## config.mk

```make
export PLATFORM = sky130hd
export DESIGN_NAME = iccm_boot_loader
export DESIGN_NICKNAME = d
export VERILOG_FILES = /design/src/rtl/iccm_boot_loader.sv
export SDC_FILE = /design/constraint.sdc
export NUM_CORES = 1
export LEC_CHECK = 0
export ABC_AREA = 1
export BUFFER_PORTS_ARGS = -buffer_cell sky130_fd_sc_hd__buf_4
export CAP_MARGIN = 30
export CORE_UTILIZATION = 54
export CTS_BUF_LIST = sky130_fd_sc_hd__clkbuf_16
export CTS_CLUSTER_DIAMETER = 30
export DETAILED_ROUTE_END_ITERATION = 10
export PLACE_DENSITY = 0.8
export SKIP_CTS_REPAIR_TIMING = 1
export SLEW_MARGIN = 20
export SYNTH_ARGS = -nofsm -noshare
export SYNTH_HDL_FRONTEND = slang
export SYNTH_SLANG_ARGS = --single-unit
```

## constraint.sdc

```tcl
create_clock -name clk_i -period 4.21 [get_ports clk_i]
set_input_delay 0.421 -clock clk_i [delete_from_list [all_inputs] [get_ports clk_i]]
set_output_delay 0.421 -clock clk_i [all_outputs]
set_load 0.02 [all_outputs]
```

## src/rtl/iccm_boot_loader.sv

```systemverilog
// ICCM boot loader.
// Receives a framed byte stream from the programming UART:
//   0xA5 | LEN_LO | LEN_HI | LEN*4 payload bytes | CSUM
// The payload is packed into little-endian 32-bit words, and each word is
// written to the ICCM with a one-cycle write strobe. The core is held in
// program reset from the start of a load until a frame passes its checksum.
//
// Bus handshake: rx_dv_i is a one-cycle valid strobe and has no ready.
// Every strobe is consumed in the cycle it arrives. we_o is a one-cycle
// valid strobe to the ICCM, and the ICCM always accepts it.
module iccm_boot_loader #(
    parameter int AW          = 12,
    parameter int TIMEOUT_CYC = 200000
) (
    input  logic          clk_i,
    input  logic          rst_i,
    input  logic          prog_i,
    input  logic          rx_dv_i,
    input  logic [7:0]    rx_byte_i,
    output logic          we_o,
    output logic [AW-1:0] addr_o,
    output logic [31:0]   wdata_o,
    output logic          reset_o,
    output logic          done_o,
    output logic          err_o
);

    localparam int          TW       = $clog2(TIMEOUT_CYC + 1);
    localparam logic [7:0]  SYNC_B   = 8'hA5;
    localparam logic [16:0] MAX_LEN  = 17'(1 << AW);
    localparam logic [TW-1:0] TIMER_LAST = TW'(TIMEOUT_CYC - 1);

    typedef enum logic [2:0] {
        IDLE, SYNC, LEN_LO, LEN_HI, DATA, CSUM, DONE, ERR
    } state_t;

    state_t          state_q;
    logic            prog_q;
    logic [AW:0]     idx_q;       // one extra bit so LEN = 2**AW cannot alias word 0
    logic [1:0]      byte_cnt_q;
    logic [15:0]     len_q;
    logic [7:0]      csum_q;
    logic [TW-1:0]   timer_q;
    logic [23:0]     lanes_q;     // lanes 0..2 of the word being assembled
    logic            we_q;
    logic [AW-1:0]   addr_q;
    logic [31:0]     wdata_q;
    logic            reset_q;
    logic            done_q;
    logic            err_q;

    logic            prog_rise;
    logic [15:0]     len_d;
    logic            len_too_big;
    logic            last_word;

    // A restart is taken on the first cycle that prog_i is high after being low.
    assign prog_rise   = prog_i & ~prog_q;
    // Full length as it becomes known on the LEN_HI byte.
    assign len_d       = {rx_byte_i, len_q[7:0]};
    assign len_too_big = {1'b0, len_d} > MAX_LEN;
    // The word now completing is word LEN-1.
    assign last_word   = ({{(16 - AW){1'b0}}, idx_q} + 17'd1) == {1'b0, len_q};

    // Frame parser FSM with registered outputs.
    always_ff @(posedge clk_i or posedge rst_i) begin
        if (rst_i) begin
            state_q    <= IDLE;
            prog_q     <= 1'b0;
            idx_q      <= '0;
            byte_cnt_q <= '0;
            len_q      <= '0;
            csum_q     <= '0;
            timer_q    <= '0;
            lanes_q    <= '0;
            we_q       <= 1'b0;
            addr_q     <= '0;
            wdata_q    <= '0;
            reset_q    <= 1'b1;
            done_q     <= 1'b0;
            err_q      <= 1'b0;
        end else begin
            prog_q <= prog_i;
            we_q   <= 1'b0;
            if (prog_rise) begin
                // A restart wins over any byte that arrives in the same cycle.
                state_q    <= SYNC;
                reset_q    <= 1'b0;
                done_q     <= 1'b0;
                err_q      <= 1'b0;
                idx_q      <= '0;
                byte_cnt_q <= '0;
                csum_q     <= '0;
                timer_q    <= '0;
            end else begin
                case (state_q)
                    SYNC: begin
                        if (rx_dv_i && rx_byte_i == SYNC_B) begin
                            state_q <= LEN_LO;
                        end
                    end
                    LEN_LO, LEN_HI, DATA, CSUM: begin
                        if (rx_dv_i) begin
                            // A byte that arrives together with expiry is accepted.
                            timer_q <= '0;
                            case (state_q)
                                LEN_LO: begin
                                    len_q[7:0] <= rx_byte_i;
                                    state_q    <= LEN_HI;
                                end
                                LEN_HI: begin
                                    len_q[15:8] <= rx_byte_i;
                                    if (len_too_big) begin
                                        state_q <= ERR;
                                        err_q   <= 1'b1;
                                    end else if (len_d == 16'd0) begin
                                        state_q <= CSUM;
                                    end else begin
                                        state_q <= DATA;
                                    end
                                end
                                DATA: begin
                                    csum_q     <= csum_q + rx_byte_i;
                                    byte_cnt_q <= byte_cnt_q + 2'd1;
                                    if (byte_cnt_q != 2'd3) begin
                                        lanes_q[8*byte_cnt_q +: 8] <= rx_byte_i;
                                    end else begin
                                        we_q    <= 1'b1;
                                        addr_q  <= idx_q[AW-1:0];
                                        wdata_q <= {rx_byte_i, lanes_q};
                                        idx_q   <= idx_q + 1'b1;
                                        if (last_word) begin
                                            state_q <= CSUM;
                                        end
                                    end
                                end
                                default: begin  // CSUM
                                    if (rx_byte_i == csum_q) begin
                                        state_q <= DONE;
                                        done_q  <= 1'b1;
                                        reset_q <= 1'b1;
                                    end else begin
                                        state_q <= ERR;
                                        err_q   <= 1'b1;
                                    end
                                end
                            endcase
                        end else if (timer_q == TIMER_LAST) begin
                            state_q <= ERR;
                            err_q   <= 1'b1;
                            timer_q <= '0;
                        end else begin
                            timer_q <= timer_q + 1'b1;
                        end
                    end
                    default: begin
                        // In IDLE, DONE and ERR, bytes are ignored until the next prog_i edge.
                    end
                endcase
            end
        end
    end

    assign we_o    = we_q;
    assign addr_o  = addr_q;
    assign wdata_o = wdata_q;
    assign reset_o = reset_q;
    assign done_o  = done_q;
    assign err_o   = err_q;

endmodule

```

==> flow_summary.toml, run 1 <==
[clock_tree]
h-tree-depth = 4
cts_buffer_depth = 2
numClockSinks = 133
clk_pin_slew_ns = 0.06
cts_buffers = 17
clk_latency_ns = 0.42
cts_tree = "done"
root_buffer = "clkbuf_16"

[global_route]
grt_overflow = 0
grt_max_degree = 78
grt_pass1_vias = 5344
track_usage_pct = 25.6
antenna_found_initial = 0
grt_pass1_wl_mm = 25.2

[logic_synthesis]
yosysSeqAreaShare_pct = 51.4
ys_async_sr_fraction_pct = 100
ys_ff_latch = 133
synth_common_cells = "nand2_1 (180), dfrtp_1 (132), inv_1 (106), nor2_1 (68), o21ai_0 (65)"
synth.avg_cell_area_um2 = 8.22
ys.flop_type = "dfrtp_1"
synthDistinctLibCells = 38
yosys.area.top_type = "dfrtp_1"
synth_top_area_share_pct = 51.0
netlist_instances = 788
synth_nets = 817
synthTopCellsByArea = "dfrtp_1 (51%), nand2_1 (10%), inv_1 (6.1%), o21ai_0 (5.0%), nand3_1 (4.6%)"
yosys_warnings = 0
yosysMostFrequentCell = "nand2_1"
synth.cell_area_um2 = 6480
synth_edf_count = 0

[critical_path]
r2r_start = "state_q[1]"
cp_max_fo = 16
rr_worst_depth = 9
r2r_end = "lanes_q[0]"
worstPathArrival_ns = 3.19
end_kind = "register"
endpoint = "lanes_q[0]"
startpoint_type = "register"
worstSetupPathType = "register to register"
worstPathRequired_ns = 4.52
ff2ff_setup_slack_ns = 1.34
crit_path_start = "state_q[1]"

[route]
drt-wirelength-per-cell_um = 14.9
drc = 10
detail-route-antenna-nets = 0
viasPerCell = 5.50
drtIter0Drc = 333
drt-pass1-iter-count = 8
vias = 5562
wl_mm = 15.1

[outcome]
violations = "design-rule violations"
run_status = "complete, but fails checks"

[sta]
hold_slack_ns = 0.121
period_share_pct = 68.2
relSlewSlack_pct = 38.4
setup_tns_ns = 0
report.final.slew_viol_count = 0
tightestPinTransition_ns = 0.916
hold_violations = 0
rsz0062_at_grt = "no"
finClkSkew_ns = 0.00765
min_period_ns = 2.87
clock.fmax_mhz = 348
setup_viol = 0

[placed_design]
port_buffers = 59
dp_hpwl_mm = 10.3
finalWeightedCongestion = 0.862

[cells_and_area]
regArea_um2 = 3330
area_growth_pct = 19.4
n_fill_cell = 937
layout-drive-gt1-share_pct = 13.5
antennaDiodeCount = 0
post-route-util_pct = 66.9
nets = 884
multi_input_area_um2 = 2620

[floorplan]
std_cell_rows = 39
chipWidth_um = 112
core_area_um2 = 11600
fp.dieH_um = 112
io_pins = 60
start_util_pct = 56.0
die-area_um2 = 12400

[power]
p_total_mw = 4.23
ir_worst_vdd_v = 0.000331
p_per_area_nw_per_um2 = 547
power.leakage_nw = 3.79

[worst_hold_path]
min_path_cells = 1
hold_class = "input pin to register"

[job]
maxCapViolCount = 0
-- routing by layer --
layer  up-vias  track usage (%)  wire (um)
met3        20             5.39        716
li1       2706                -          -
met1      2680             35.1       7030
met5         -                0          0
met2       156             41.4       7150
met4         0             7.39        187
-- critical path, cell delays in order (launching register included) --
cell	delay, ns
dfrtp_1	0.45
inv_1	0.07
ha_1	0.38
nor2_1	0.23
inv_1	0.09
nor3_1	0.27
nand2_1	0.16
nor2_1	0.70
nand3_1	0.23
o21ai_0	0.18
-- cell type report --
| cell class | count | area share (%) |
|---|---|---|
| sequential | 133 | 43.1 |
| multi-input combinational | 523 | 33.9 |
| timing repair buffer | 66 | 6.86 |
| inverter | 114 | 5.60 |
| clock buffer | 17 | 5.50 |
| clock inverter | 15 | 2.80 |
| tap | 143 | 2.31 |
-- metrics by stage --
step / std cells / setup WS [ns] / cell area (um2)
2_1_floorplan: 788 / 0.236 / 6480
3_3_place_gp: 976 / 1.47 / 7050
3_5_place_dp: 976 / 1.37 / 7050
4_1_cts: 1008 / 1.53 / 7690
5_1_grt: 1011 / 1.08 / 7730
6_report: 1011 / 1.34 / 7730
-- cell families after synthesis --
kind of cell               Yosys count  synth area share, %
and+or+nand+nor                    359                 24.3
xor gates and xnor gates            10                 1.35
AOI/OAI and AO/OA                  137                 11.4
DFF                                133                 51.4
adders and majority gates           17                 3.40
buffers and inverters              132                 8.17
-- flip-flops by register name (all words and copies together) (netlist names), 2 cells and up --
register,count
state_q,3
lanes_q,24
wdata_o,32
addr_o,12
byte_cnt_q,2
csum_q,8
len_q,16
idx_q,13
timer_q,18
-- worst min-delay path by stage --
stage | start | end | slack [ns]
6_report | prog_i | prog_q | 0.12
4_1_cts | prog_i | prog_q | 0.11
3_5_place_dp | csum_q[0] | csum_q[0] | 0.47
5_1_grt | prog_i | prog_q | 0.10
3_3_place_gp | reset_o | reset_o | 0.46
2_1_floorplan | prog_i | prog_q | 0.45
-- layout by cell type (no fill, tap or decap), types with 10 or more instances in the layout --
cell type and instances:
buf_4 63, clkbuf_16 17, dfrtp_1 132, ha_1 16, inv_1 105, nand2_1 180
nand3_1 59, nand4_1 20, nor2_1 68, nor3_1 17, o21ai_0 64, o21ai_1 41
o22ai_1 10
-- power by group --
group	switching [mW]	internal, mW
Clock	0.597	1.01
Combinational	0.659	0.326
Sequential	0.146	1.50
Total	1.40	2.83
No activity file was read; power rests on OpenSTA's default activity.
==> inputs of run 2 (changes only) <==
- ABC_AREA: 1 -> 0
- CORE_UTILIZATION: 54 -> 56
- clock period: 4.21 -> 3 ns (I/O delays scaled with it)
==> run 2 against run 1 <==
- the flow still finishes with violations (design-rule violations)
- area after synthesis grew 2.9%
- register-to-register slack lost 0.68 ns
- setup slack lost 0.68 ns
- maximum frequency grew 23%
- critical path depth shrank 5
- clock skew grew 0.0060 ns
- critical endpoint is now addr_o[11]
- largest cell class unchanged
==> flow_summary.toml, run 2 <==
[route]
detail-route-antenna-nets = 0
drtIter0Drc = 393
drt-pass1-iter-count = 8
vias = 4878
drt-wirelength-per-cell_um = 16.7
viasPerCell = 5.73
drc = 4
wl_mm = 14.2

[logic_synthesis]
synth_top_family_by_area = "simple AND/OR/NAND/NOR gates"
synth_xor_area_share_pct = 5.39
synth-adder-area-share_pct = 3.30
synth_top_area_share_pct = 49.6
ys_ff_latch = 133
synth_common_cells = "dfrtp_1 (132), nand2_1 (50), nor2_1 (50), o21ai_0 (49), mux2_2 (46)"
netlist_instances = 640
synth_nets = 669
synthDistinctLibCells = 67
synthMuxAreaShare_pct = 8.58
synthTopCellsByArea = "dfrtp_1 (50%), mux2_2 (7.8%), o21ai_0 (3.7%), xor2_1 (3.4%), ha_1 (3.0%)"
yosysMostFrequentCell = "dfrtp_1"
synth.cell_area_um2 = 6660
ys.flop_type = "dfrtp_1"
yosys.area.top_type = "dfrtp_1"
synth-simple-area-share_pct = 18.1
synth_edf_count = 0
synth.avg_cell_area_um2 = 10.4
synth_compound_area_share_pct = 9.93
yosys_warnings = 0
yosysSeqAreaShare_pct = 50.0
ys_async_sr_fraction_pct = 100

[clock_tree]
cts_buffers = 17
cts_buffer_depth = 2
cts_tree = "done"
numClockSinks = 133
root_buffer = "clkbuf_16"
h-tree-depth = 4
clk_latency_ns = 0.42
clk_pin_slew_ns = 0.06

[critical_path]
cp_max_fo = 55
worstSetupPathType = "register to register"
cpMaxStageDelayCell = "mux2_1"
worstPathRequired_ns = 3.29
worstPathArrival_ns = 2.63
worstPathCellList = "ha_1 > and2_1 > nand2_4 > mux2_1"
end_kind = "register"
path_buf_inv = 0
startpoint_type = "register"
cp_top_family = "simple AND/OR/NAND/NOR gates"
max_stage_delay_ns = 0.45

[global_route]
grt_overflow = 0
track_usage_pct = 24.6
grt_pass1_vias = 4840
antenna_found_initial = 0
grt_pass1_wl_mm = 23.9
grt_max_degree = 134

[sta]
clock.fmax_mhz = 427
fin_ws_ns = 0.658
finClkSkew_ns = 0.0136
tightestPinTransition_ns = 0.860
hold_slack_ns = 0.0204
report.final.slew_viol_count = 0
period_share_pct = 78.1
min_period_ns = 2.34
setup_tns_ns = 0
setup_viol = 0
rsz0062_at_grt = "no"
hold_violations = 0
relSlewSlack_pct = 42.5

[floorplan]
chipWidth_um = 111
start_util_pct = 57.9
fp.dieH_um = 111
io_pins = 60
std_cell_rows = 39
die-area_um2 = 12300
core_area_um2 = 11500

[placed_design]
finalWeightedCongestion = 0.915
port_buffers = 59
dp_hpwl_mm = 9.37
dp_slack_ns = 0.644

[outcome]
violations = "design-rule violations"
run_status = "complete, but fails checks"

[cells_and_area]
layout-drive-gt1-share_pct = 22.3
final_common_cell = "dfrtp_1"
antennaDiodeCount = 0
largest_register_ffs = 32
post-route-util_pct = 67.4
n_fill_cell = 842
nets = 725
area_growth_pct = 16.5
mostFrequentLayoutCells = "dfrtp_1 (132), buf_4 (65), nor2_1 (50), nand2_1 (50), o21ai_0 (49)"

[power]
p_per_area_nw_per_um2 = 703
power.leakage_nw = 3.70
ir_worst_vdd_v = 0.000345

[worst_hold_path]
hold_class = "input pin to register"

[job]
maxCapViolCount = 0
run 2: changes by cell type in the layout (fill, tap and decap cells not counted), sizes merged, moves of 18 or more:
cell	delta
a21oi	+23
xor2	+20
inv	-84
mux2	+49
o21ai	-60
nor2	-23
nand2	-128
nand3	-18
run 2: path summary, 6_finish.rpt:
kind	from	slack, ns	end	cells past startpoint
max	byte_cnt_q[0]	0.66	addr_o[11]	4
min	prog_i	0.02	prog_q	1
max reg2reg	byte_cnt_q[0]	0.66	addr_o[11]	4
min reg2reg	wdata_o[17]	0.48	wdata_o[17]	2
max in group asynchronous	rst_i	2.38	addr_o[3]	3
min in group asynchronous	rst_i	0.07	addr_o[7]	3
run 2: cells by family after synthesis:
| group | Yosys count |
|---|---|
| adders and majority gates | 17 |
| muxes | 51 |
| AOI/OAI and AO/OA | 112 |
| xor gates and xnor gates | 41 |
| DFF | 133 |
| and+or+nand+nor | 222 |
| buffers and inverters | 64 |
run 2: power by group:
| part | leakage [nW] | switching (mW) | internal, mW |
|---|---|---|---|
| sequential | 1.70 | 0.258 | 2.04 |
| clock | 0.280 | 0.765 | 1.29 |
| combinational | 1.71 | 0.614 | 0.482 |
run 2: layout make-up:
type	count	area [um2]	area share [%]
inverters	35	135	1.74
flip-flops and latches	133	3330	42.9
repair buffers	66	508	6.54
clock inverters	14	161	2.08
clock buffers	17	425	5.48
multi-input cells	443	3020	39.0
well taps	143	179	2.30
run 2: layer usage:
| layer | wire, um | global-route usage (%) | up-vias |
|---|---|---|---|
| li1 | - | - | 2338 |
| met5 | 0 | 0 | - |
| met1 | 6050 | 30.6 | 2377 |
| met2 | 7260 | 41.0 | 138 |
| met4 | 232 | 10.7 | 0 |
| met3 | 656 | 5.96 | 25 |
run 2: worst reg2reg max path, delay by kind of cell, from the launching register on:
family                     cells  cell delay [ns]
and+or+nand+nor                2             0.87
muxes                          1             0.48
adders and majority gates      1             0.44
DFF                            1             0.43
run 2: stage by stage:
step / std cells / cell area (um2) / total power [mW]
3_3_place_gp: 820 / 7180 / 3.32
3_5_place_dp: 820 / 7180 / 3.39
4_1_cts: 851 / 7760 / 5.47
5_1_grt: 851 / 7760 / 5.71
2_1_floorplan: 640 / 6670 / 3.08
6_report: 851 / 7760 / 5.46
==> inputs of run 3 (changes only) <==
- CORE_UTILIZATION: 56 -> 54
- clock period: 3 -> 2 ns (I/O delays scaled with it)
==> run 3 against run 2 <==
- the flow finishes with violations (negative setup slack)
- first-iteration DRC count down 3.3%
- sequential cell count is the same
- non-clock buffer count up 54
- worst hold slack improved by 0.12 ns
- critical path depth is 3 higher
- clock power up 50%
- largest power group unchanged
==> flow_summary.toml, run 3 (same netlist as run 2, synthesis figures left out) <==
[cells_and_area]
stdcell_area_um2 = 8470
n_fill_cell = 795
nets = 779
antennaDiodeCount = 0
multi_input_area_um2 = 3230
layout-drive-gt1-share_pct = 31.6
mostFrequentLayoutCells = "dfrtp_1 (131), buf_4 (110), nand2_1 (50), nor2_1 (48)"
area_growth_pct = 27.1
largest_register_ffs = 32
fin_cells = 910
regArea_um2 = 3330
final_common_cell = "dfrtp_1"

[power]
p_per_area_nw_per_um2 = 1010
swShare_pct = 30.5
power.share.clock_pct = 36.1
seqPwrFrac_pct = 39.9
p_int_mw = 5.96
combinationalPowerShare_pct = 24.0
ir_worst_vdd_v = 0.000826
p_sw_mw = 2.61
power.leakage_nw = 4.01

[sta]
rsz0062_at_grt = "yes"
setup_viol = 1
finClkSkew_ns = 0.0125
min_period_ns = 2.05
report.final.slew_viol_count = 0
fin_ws_ns = -0.0494
period_share_pct = 102
setup_tns_ns = -0.0494
relSlewSlack_pct = 70.5
tightestPinTransition_ns = 0.442
clock.fmax_mhz = 488
hold_violations = 0

[clock_tree]
cts_buffers = 17
clk_pin_slew_ns = 0.06
h-tree-depth = 4
cts_buffer_depth = 2
root_buffer = "clkbuf_16"
cts_tree = "done"
numClockSinks = 133
clk_latency_ns = 0.42

[critical_path]
path_buf_inv = 0
cpMaxStageDelayCell = "or4_4"
cp_max_fo = 2
cp_top_family = "compound AO/OA/AOI/OAI gates"
worstPathRequired_ns = 2.34
end_kind = "register"
worstPathCellList = "ha_4 > a21oi_2 > o21ai_2 > a2111oi_4 > or4_4 > a21o_1 > a21oi_1"
startpoint_type = "register"
worstSetupPathType = "register to register"
worstPathArrival_ns = 2.39
max_stage_delay_ns = 0.53

[placed_design]
placedInstanceArea_um2 = 7630
finalWeightedCongestion = 0.931
place_inst = 873
dp_hpwl_mm = 10.7
port_buffers = 59

[global_route]
grt_pass1_vias = 5132
grt_pass1_wl_mm = 25.3
antenna_found_initial = 0
grt_max_degree = 83
track_usage_pct = 25.7
grt_overflow = 0

[route]
drt-pass1-iter-count = 5
vias = 5291
drc = 0
drt-wirelength-per-cell_um = 17.7
detail-route-antenna-nets = 0
drtIter0Drc = 380
wl_mm = 16.1
viasPerCell = 5.81

[floorplan]
std_cell_rows = 40
io_pins = 60
chipWidth_um = 113
die-area_um2 = 12800
fp.dieH_um = 113
core_area_um2 = 12000
start_util_pct = 55.5

[worst_hold_path]
hold_class = "input pin to register"

[outcome]
run_status = "complete, but fails checks"
violations = "negative setup slack"

[job]
maxCapViolCount = 0
run 3: cell count changes in the layout (fill, tap and decap cells not counted), moves of 3 or more:
cell / previous run / this run
buf_4: 65 / 110
o21ai_0: 49 / 46
ha_1: 16 / 9
ha_4: 0 / 6
a21oi_1: 31 / 28
buf_12: 1 / 7
a21oi_2: 0 / 3
run 3: final timing paths:
| check | from | endpoint | slack (ns) | cells after the start |
|---|---|---|---|---|
| min in group asynchronous | rst_i | wdata_o[20] | 0.44 | 4 |
| worst min-delay path | rx_byte_i[7] | lanes_q[15] | 0.15 | 3 |
| worst min register to register | addr_o[7] | addr_o[7] | 0.48 | 2 |
| worst max register to register | csum_q[1] | csum_q[7] | -0.05 | 7 |
| worst max-delay path | csum_q[1] | csum_q[7] | -0.05 | 7 |
| max in group asynchronous | rst_i | reset_o | 1.13 | 4 |
run 3: cell type report:
class,count,share of cell area [%]
Clock inverter,15,1.95
Multi-Input combinational cell,443,38.2
Tap cell,147,2.17
Inverter,35,1.60
Sequential cell,133,39.3
Timing Repair Buffer,120,11.8
Clock buffer,17,5.02
run 3: power groups by stage:
stage	Sequential, mW	Combinational (mW)	Clock (mW)
3_5_place_dp	3.45	1.82	0
4_1_cts	3.40	1.85	3.13
6_report	3.42	2.05	3.09
5_1_grt	3.48	2.26	3.25
2_1_floorplan	3.37	1.26	0
3_3_place_gp	3.40	1.73	0
run 3: through the flow:
| step | total power, mW | utilization [%] | setup WS, ns | hold slack (ns) |
|---|---|---|---|---|
| final | 8.57 | 70.5 | -0.0494 | 0.145 |
| after global routing | 8.98 | 70.5 | -0.0895 | 0.142 |
| after CTS | 8.38 | 68.4 | -0.159 | -0.111 |
| after detailed placement | 5.27 | 63.5 | -0.142 | 0.333 |
| after global placement | 5.14 | 63.5 | -0.000432 | 0.323 |
| after floorplan | 4.62 | - | 0.00515 | 0.231 |
run 3: per-layer routing:
layer | wire length [um] | GRT usage [%] | vias up | part of all wire, %
met5 | 0 | 0 | - | 0
met4 | 482 | 9.91 | 0 | 3.0
met3 | 898 | 5.73 | 43 | 5.6
met2 | 8300 | 42.9 | 180 | 52
met1 | 6410 | 32.6 | 2615 | 40
li1 | - | - | 2453 | -
run 3: worst register-to-register path, delay by kind of cell, from the launching register on:
kind            cells  cell delay, ns
compound gates      5            0.72
fa+ha+maj           1            0.31
flops               1            0.42
simple gates        1            0.53
